## src/rtl/if_fetch_unit_if.sv

```systemverilog
// Instruction-memory bus between the fetch stage (master) and instruction memory (slave).
// One request pulse per fetch; the response returns one or more cycles later.
interface if_fetch_unit_if;
  logic        req;
  logic [31:0] addr;
  logic        rvalid;
  logic [31:0] rdata;

  modport master (
    output req,
    output addr,
    input  rvalid,
    input  rdata
  );

  modport slave (
    input  req,
    input  addr,
    output rvalid,
    output rdata
  );
endinterface

```

## src/rtl/if_fetch_unit.sv

```systemverilog
// Instruction fetch stage: PC, single-outstanding imem fetch, stall and redirect handling.
// Optional macro IF_MISALIGN_TRAP_EN: misaligned redirects raise sticky misalign_o and halt.
module if_fetch_unit #(
  parameter logic [31:0] RESET_PC  = 32'h0000_0000,
  parameter logic [31:0] NOP_INSTR = 32'h0000_0013
) (
  input  logic                   clk,
  input  logic                   rst,
  input  logic                   stall_i,
  input  logic                   redirect_i,
  input  logic [31:0]            redirect_pc_i,
  if_fetch_unit_if.master        imem,
  output logic [31:0]            pc_o,
  output logic [31:0]            instr_o,
  output logic                   valid_o,
  output logic                   misalign_o
);

  typedef enum logic [1:0] {StReq, StWait, StValid, StHalt} state_e;

  state_e      state_q, state_d;
  logic [31:0] fetch_pc_q, fetch_pc_d;
  logic [31:0] pc_q, pc_d;
  logic [31:0] instr_q, instr_d;
  logic        kill_q, kill_d;
  logic        valid_q, valid_d;
  logic        misalign_q, misalign_d;

  logic        redir_bad;
  logic [31:0] redir_pc;

`ifdef IF_MISALIGN_TRAP_EN
  assign redir_bad = redirect_i && (redirect_pc_i[1:0] != 2'b00);
  assign redir_pc  = redirect_pc_i;
`else
  assign redir_bad = 1'b0;
  assign redir_pc  = {redirect_pc_i[31:2], 2'b00};
`endif

  always_comb begin
    state_d    = state_q;
    fetch_pc_d = fetch_pc_q;
    pc_d       = pc_q;
    instr_d    = instr_q;
    kill_d     = kill_q;
    valid_d    = valid_q;
    misalign_d = misalign_q;

    unique case (state_q)
      StReq: begin
        state_d = StWait;
        // The request at the old pc is already out; its data must be dropped.
        if (redirect_i) begin
          fetch_pc_d = redir_pc;
          kill_d     = 1'b1;
        end
      end
      StWait: begin
        if (imem.rvalid) begin
          if (kill_q || redirect_i) begin
            kill_d  = 1'b0;
            state_d = StReq;
            if (redirect_i) begin
              fetch_pc_d = redir_pc;
            end
          end else begin
            instr_d = imem.rdata;
            pc_d    = fetch_pc_q;
            valid_d = 1'b1;
            state_d = StValid;
          end
        end else if (redirect_i) begin
          fetch_pc_d = redir_pc;
          kill_d     = 1'b1;
        end
      end
      StValid: begin
        // Redirect outranks stall: the held instruction is on the wrong path.
        if (redirect_i) begin
          valid_d    = 1'b0;
          instr_d    = NOP_INSTR;
          fetch_pc_d = redir_pc;
          state_d    = StReq;
        end else if (!stall_i) begin
          valid_d    = 1'b0;
          instr_d    = NOP_INSTR;
          fetch_pc_d = fetch_pc_q + 32'd4;
          state_d    = StReq;
        end
      end
      StHalt: begin
        if (redirect_i && !redir_bad) begin
          misalign_d = 1'b0;
          fetch_pc_d = redir_pc;
          state_d    = StReq;
        end
      end
      default: state_d = StReq;
    endcase

    // Misaligned target parks the fetch unit regardless of the current state.
    if (redir_bad) begin
      state_d    = StHalt;
      fetch_pc_d = redir_pc;
      kill_d     = 1'b0;
      misalign_d = 1'b1;
      valid_d    = 1'b0;
      instr_d    = NOP_INSTR;
    end
  end

  always_ff @(posedge clk or posedge rst) begin
    if (rst) begin
      state_q    <= StReq;
      fetch_pc_q <= RESET_PC;
      pc_q       <= RESET_PC;
      instr_q    <= NOP_INSTR;
      kill_q     <= 1'b0;
      valid_q    <= 1'b0;
      misalign_q <= 1'b0;
    end else begin
      state_q    <= state_d;
      fetch_pc_q <= fetch_pc_d;
      pc_q       <= pc_d;
      instr_q    <= instr_d;
      kill_q     <= kill_d;
      valid_q    <= valid_d;
      misalign_q <= misalign_d;
    end
  end

  assign imem.req   = (state_q == StReq);
  assign imem.addr  = fetch_pc_q;
  assign pc_o       = pc_q;
  assign instr_o    = instr_q;
  assign valid_o    = valid_q;
  assign misalign_o = misalign_q;

  // A response with no request outstanding is a memory protocol error.
  assert property (@(posedge clk) disable iff (rst)
    imem.rvalid |-> (state_q inside {StWait, StHalt}));

endmodule

```

## src/flat_wrapper.sv

```systemverilog
// flat-port wrapper written by rule: the top's interface ports become plain ports
module if_fetch_unit_flat 
#(
  parameter logic [31:0] RESET_PC  = 32'h0000_0000,
  parameter logic [31:0] NOP_INSTR = 32'h0000_0013
)
  (clk, rst, stall_i, redirect_i, redirect_pc_i, pc_o, instr_o, valid_o, misalign_o, imem_req, imem_addr, imem_rvalid, imem_rdata);
  if_fetch_unit_if imem_i ();
  input  logic clk;
  input  logic rst;
  input  logic stall_i;
  input  logic redirect_i;
  input  logic [31:0] redirect_pc_i;
  output logic [31:0] pc_o;
  output logic [31:0] instr_o;
  output logic valid_o;
  output logic misalign_o;
  output wire logic [$bits(imem_i.req)-1:0] imem_req;
  output wire logic [$bits(imem_i.addr)-1:0] imem_addr;
  input wire logic [$bits(imem_i.rvalid)-1:0] imem_rvalid;
  input wire logic [$bits(imem_i.rdata)-1:0] imem_rdata;
  assign imem_req = imem_i.req;
  assign imem_addr = imem_i.addr;
  assign imem_i.rvalid = imem_rvalid;
  assign imem_i.rdata = imem_rdata;
  if_fetch_unit #(.RESET_PC(RESET_PC), .NOP_INSTR(NOP_INSTR)) u_core (.clk(clk), .rst(rst), .stall_i(stall_i), .redirect_i(redirect_i), .redirect_pc_i(redirect_pc_i), .imem(imem_i), .pc_o(pc_o), .instr_o(instr_o), .valid_o(valid_o), .misalign_o(misalign_o));
endmodule
```

## config.mk

```make
export PLATFORM = sky130hd
export DESIGN_NAME = if_fetch_unit_flat
export DESIGN_NICKNAME = d
export VERILOG_FILES = /design/src/rtl/if_fetch_unit_if.sv /design/src/rtl/if_fetch_unit.sv /design/src/flat_wrapper.sv
export SDC_FILE = /design/constraint.sdc
export NUM_CORES = 1
export LEC_CHECK = 0
export CAP_MARGIN = 10
export CELL_PAD_IN_SITES_DETAIL_PLACEMENT = 2
export CELL_PAD_IN_SITES_GLOBAL_PLACEMENT = 2
export CORE_ASPECT_RATIO = 1.5
export CORE_MARGIN = 10
export CORE_UTILIZATION = 27
export DETAILED_ROUTE_END_ITERATION = 12
export HOLD_SLACK_MARGIN = 0.15
export PLACE_DENSITY = 0.85
export SETUP_SLACK_MARGIN = 0.1
export SYNTH_ARGS = -nofsm -noshare
export SYNTH_HDL_FRONTEND = slang
export SYNTH_SLANG_ARGS = --single-unit
```

## constraint.sdc

```tcl
create_clock -name clk -period 7.9 [get_ports clk]
set_clock_uncertainty 0.05 [all_clocks]
set_input_delay 1.185 -clock clk [delete_from_list [all_inputs] [get_ports clk]]
set_output_delay 1.185 -clock clk [all_outputs]
set_load 0.01 [all_outputs]
```

# Yosys cells after proc, flatten, opt, wreduce, memory -nomap -nowiden
# Index checks and enable logic that the tools add are counted.
dict set report totals {
  ram_bits 0
  elab_cells 52
  output_inout_bits 99
  memories 0
  inputBits 69
  ff_bits 100
  latchBits 0
  rom_bits 0
}
dict set report classes {
  n_reduce_logical 10
  order_cmp 0
  addsub 1
  muxes 26
  bitwise 1
  shifts 0
  mul 0
  eq_ne 8
  div_mod_pow 0
}
# operator n
set op_table {}
lappend op_table {{two-way mux 32 bit} 9}
lappend op_table {{one-hot mux 32 bit (3 select lines)} 1}
lappend op_table {{one-hot mux 32 bit (2 select lines)} 1}
lappend op_table {{adder 32 x 3 -> 32 bit (second input constant)} 1}
lappend op_table {{two-way mux 2 bit} 5}
lappend op_table {{one-hot mux 2 bit (4 select lines)} 1}
lappend op_table {{two-way mux 1 bit} 7}
lappend op_table {{!= test 2 bit (second input constant)} 3}
lappend op_table {{AND reduction 3 bit} 2}
lappend op_table {{equality test 2 bit (second input constant)} 2}
lappend op_table {{one-hot mux 1 bit (2 select lines)} 2}
lappend op_table {{AND reduction 2 bit} 2}
lappend op_table {{AND reduction 4 bit} 1}
lappend op_table {{nonzero test 2 bit} 2}
lappend op_table {{!= test 3 x 2 -> 1 bit (second input constant)} 1}
lappend op_table {{!= test 3 bit (second input constant)} 1}
lappend op_table {{equality test 2 x 1 -> 1 bit (second input constant)} 1}
lappend op_table {{zero test 2 bit} 1}
lappend op_table {{OR reduction 2 bit} 1}
lappend op_table {{logical OR 1 bit} 1}
lappend op_table {{inverter 1 bit} 1}

# Depth between registers and ports, before layout
dict set report logic_depth {
  word_depth 4
  depth_mapped 7
  ltp_nobuf 6
}

# Worst setup path before layout
# Ideal clock, no wire load.
dict set report synth_timing {
  path_kind {input to register}
  start {input imem_rvalid}
  end {register u_core.instr_q[2] (netlist: u_core.instr_o[2])}
  setup_slack_ps 5497
  arrival_time_ps 2287
  setup_ps 66
  path_buffers 2
  required_ps 7784
  cell_stages 5
  path_cell_list {nand3_1 -> nor3_1 -> clkbuf_1 -> clkbuf_1 -> a22o_1}
}
dict set report synth_via {
  elab_chain_cells 2
}
# element line
set synth_rtl {}
lappend synth_rtl {{from (decl)} flat_wrapper.sv:20} ;# input wire logic [$bits(imem_i.rvalid)-1:0] imem_rvalid;
lappend synth_rtl {{!= test 2 bit (no source line)} --}
lappend synth_rtl {{AND reduction 4 bit (no source line)} --}
lappend synth_rtl {{to (signal assigned)} if_fetch_unit.sv:125} ;# instr_q <= instr_d;
lappend synth_rtl {{to (decl)} if_fetch_unit.sv:24} ;# logic [31:0] instr_q, instr_d;
# No other way between the ends.
# A chain may end at the register's enable or synchronous reset.

# Worst setup path after layout
dict set report layout_timing {
  start {input redirect_i}
  end {register u_core.pc_q[18] (netlist: u_core.pc_o[18])}
}
dict set report layout_via {
  elab_chain_cells 3
}
# element line
set layout_rtl {}
lappend layout_rtl {{from (decl)} flat_wrapper.sv:12} ;# input logic redirect_i;
lappend layout_rtl {{logical OR 1 bit} if_fetch_unit.sv:60} ;# if (kill_q || redirect_i) begin
lappend layout_rtl {{inverter 1 bit (no source line)} --}
lappend layout_rtl {{AND reduction 3 bit (no source line)} --}
lappend layout_rtl {{to (signal assigned)} if_fetch_unit.sv:124} ;# pc_q <= pc_d;
lappend layout_rtl {{to (decl)} if_fetch_unit.sv:23} ;# logic [31:0] pc_q, pc_d;
# No other way between the ends.

==> results_dict.tcl <==
set metrics [dict create \
    p_per_area_mw_per_mm2 322.1 \
    fin_area_mm2 0.006445 \
    fmax_ghz 0.3309 \
    finalNonFillerCells 812 \
    routed_wirelength_um 17050 \
    start_util_pct 27.54 \
    final.period_utilization_pct 38.25 \
    syn_inst 450 \
    post-cts-setup-buffer-count 0 \
    criticalPathCategory "in -> reg" \
    synth_flop_cell "dfrtp_1" \
    wl_per_cell_um 20.99 \
    report.final.slew_viol_count 0 \
    synth_area_leaders "dfrtp_1 (54%), nand2_1 (10%), a22o_1 (5.9%)" \
    peakVddDrop_mv 0.1161 \
    period_minus_slack_ns 3.022 \
    synth_top_area_share_pct 53.84 \
    die_width_um 123.3 \
    gr-total-overflow 0 \
    maxCapViolations 0 \
    ios 168 \
    path_delay_family "buffers and inverters" \
    port_buffers 160 \
    crit_chain "clkdlybuf4s50_1, buf_4, or3_1, buf_4, nand2_1, o21ai_0" \
    synth-seq-area-share_pct 55.66 \
    cpPeakStageDelay_ns 0.60 \
    yosysTopAreaCell "dfrtp_1" \
    whs_ns 0.4234 \
    num_vias 4050 \
    antenna_cells 0 \
    gp_congestion 0.7858 \
    hold_class "reg -> reg" \
    placed_cell_area_mm2 0.006098 \
    synth_cell_type_count 47 \
    critPathCaptureType "register" \
    hold_buffers 0 \
    antenna_found_initial 0 \
    clockPowerShare_pct 23.2 \
    h-tree-depth 3 \
    fin_total_pwr_mw 2.076 \
    nets 674 \
    setup_tns_ns 0 \
    cp_common_cell "buf_4" \
    tightest_slew_ns 0.9355 \
    syn_area_mm2 0.004323 \
    grt_pass1_wl_um 26630 \
    track_usage_pct 15.69 \
    cts_tree "done" \
    p_leak_nw 2.779 \
    startpoint_type "input port" \
    p_sw_mw 0.6681 \
    grt_pass1_vias 4574 \
    placedCellCount 795 \
    insertion_delay_ns 0.34 \
    crit_required_ns 8.10 \
    synth-edff-count 0 \
    postRouteAntennaNets 0 \
    cts_root_buffer "clkbuf_16" \
    yosysWarnings 0 \
    cts_resized 0 \
    arrival_ns 3.23 \
    comb_power_share_pct 38.0 \
    ys_ff_latch 96 \
    avgSynthCellArea_um2 9.606 \
    grt_max_degree 64 \
    area_growth_pct 49.09 \
    sw_frac_of_total_pct 32.18 \
    p_int_mw 1.408 \
    dieArea_mm2 0.02158 \
    first_iter_violations 207 \
    cts.sinks 96 \
    rows 56 \
    clk_pin_slew_ns 0.07 \
    power_frac_seq_pct 38.8 \
    die_height_um 175.0 \
    avgViaCountPerCell 4.988 \
    ys_async_sr_fraction_pct 100.0 \
    ys_top_cells_by_count "nand2_1 (115), dfrtp_1 (93), nor2_1 (30)" \
    drtPass1Iterations 4 \
    core_mm2 0.01570 \
    cp_max_fo 40 \
    status "finished clean" \
    setup_viol 0 \
    hold_viol 0 \
    drive_gt1_share_pct 6.076 \
    crit_path_top_delay_cell "or3_1" \
    cts.path.max_buffers 2 \
    crit_buf_inv 3 \
    rsz0062_at_grt "no" \
    synth.most_common_cell "nand2_1" \
    cts_made_buffers 9 \
    max_slew_margin_pct 37.06 \
    drc 0 \
    dp.final_hpwl_um 12870 \
]
==> worst reg2reg max path: stages (launching register included) <==
cell       delay (ns)
dfrtp_1          0.48
ha_1             0.24
nand3_1          0.20
nor4_1           0.76
nand3_1          0.20
a21oi_1          0.22
a2bb2oi_1        0.22
==> per-layer routing <==
layer,part of all wire [%],global-route usage (%),vias to the layer above
met5,0,0,-
li1,-,-,1857
met3,5.9,3.969,14
met1,40,17.99,2051
met2,53,28.07,128
met4,1.3,3.700,0
==> logic make-up after synthesis <==
kind of cell	after synthesis	synth area share, %
xor+xnor	13	2.634
fa+ha+maj	1	0.2894
compound gates	102	15.83
buf+inv	39	4.602
mux	1	0.2316
simple gates	197	20.67
other cells	1	0.08675
flops	96	55.66
==> power groups by stage <==
stage	Combinational [mW]	Clock (mW)	Sequential, mW
floorplan	0.227	0	0.874
global placement	0.773	0	0.798
detailed placement	0.802	0	0.817
CTS	0.808	0.499	0.809
global route	0.860	0.520	0.832
finish	0.789	0.482	0.805
==> final timing paths <==
path                                                 start  depth (start not counted)  slack [ns]                          endpoint
min                          u_core.instr_o[0]$_DFFE_PP1P_                          2        0.42     u_core.instr_o[0]$_DFFE_PP1P_
max reg2reg                u_core.imem.addr[2]$_DFFE_PP0P_                          6        5.43  u_core.imem.addr[18]$_DFFE_PP0P_
max in group asynchronous                              rst                          3        5.44  u_core.imem.addr[17]$_DFFE_PP0P_
min in group asynchronous                              rst                          2        1.14    u_core.instr_o[26]$_DFFE_PP0P_
max                                             redirect_i                          6        4.88       u_core.pc_o[18]$_DFFE_PP0P_
min reg2reg                  u_core.instr_o[0]$_DFFE_PP1P_                          2        0.42     u_core.instr_o[0]$_DFFE_PP1P_
==> state kept, by name, indices dropped and copies added, names as in the netlist <==
name	count
u_core.state_q	2
u_core.kill_q	1
u_core.valid_o	1
u_core.imem.addr	30
u_core.pc_o	30
u_core.instr_o	32
==> per-stage QoR <==
step                worst slack, ns  utilization [%]
global route                  4.662            41.06
floorplan                     4.165                -
CTS                           4.626            40.97
global placement              4.372            38.86
detailed placement            4.254            38.86
finish                        4.878            41.06
==> area by class of cell <==
type,count,area [µm²]
repair buffers,169,1677
inverters,9,36.28
flip-flops and latches,96,2406
well taps,203,254.0
multi-input cells,319,1740
clock inverters,5,88.84
fillers,1711,9250
clock buffers,11,242.7
==> cells in the final DEF (no fill, tap or decap), types with 2 or more instances in the layout <==
master	count
clkdlybuf4s50_1	160
nand2_1	115
dfrtp_1	93
nor2_1	29
a22o_1	29
a21oi_1	26
o21ai_0	24
nand4_1	13
nand3_1	13
xor2_1	11
clkbuf_16	9
inv_1	8
buf_4	8
nor4_1	6
o22ai_1	5
conb_1	5
nand2b_1	3
a2bb2oi_1	3
and3_1	3
dfstp_2	3
a22oi_1	2
a31oi_1	2
o22a_1	2
or3_1	2
nor4_2	2
xnor2_1	2
and2_1	2
and4_1	2
bufinv_16	2
clkinv_4	2
Power figures use the tool's default switching activity.
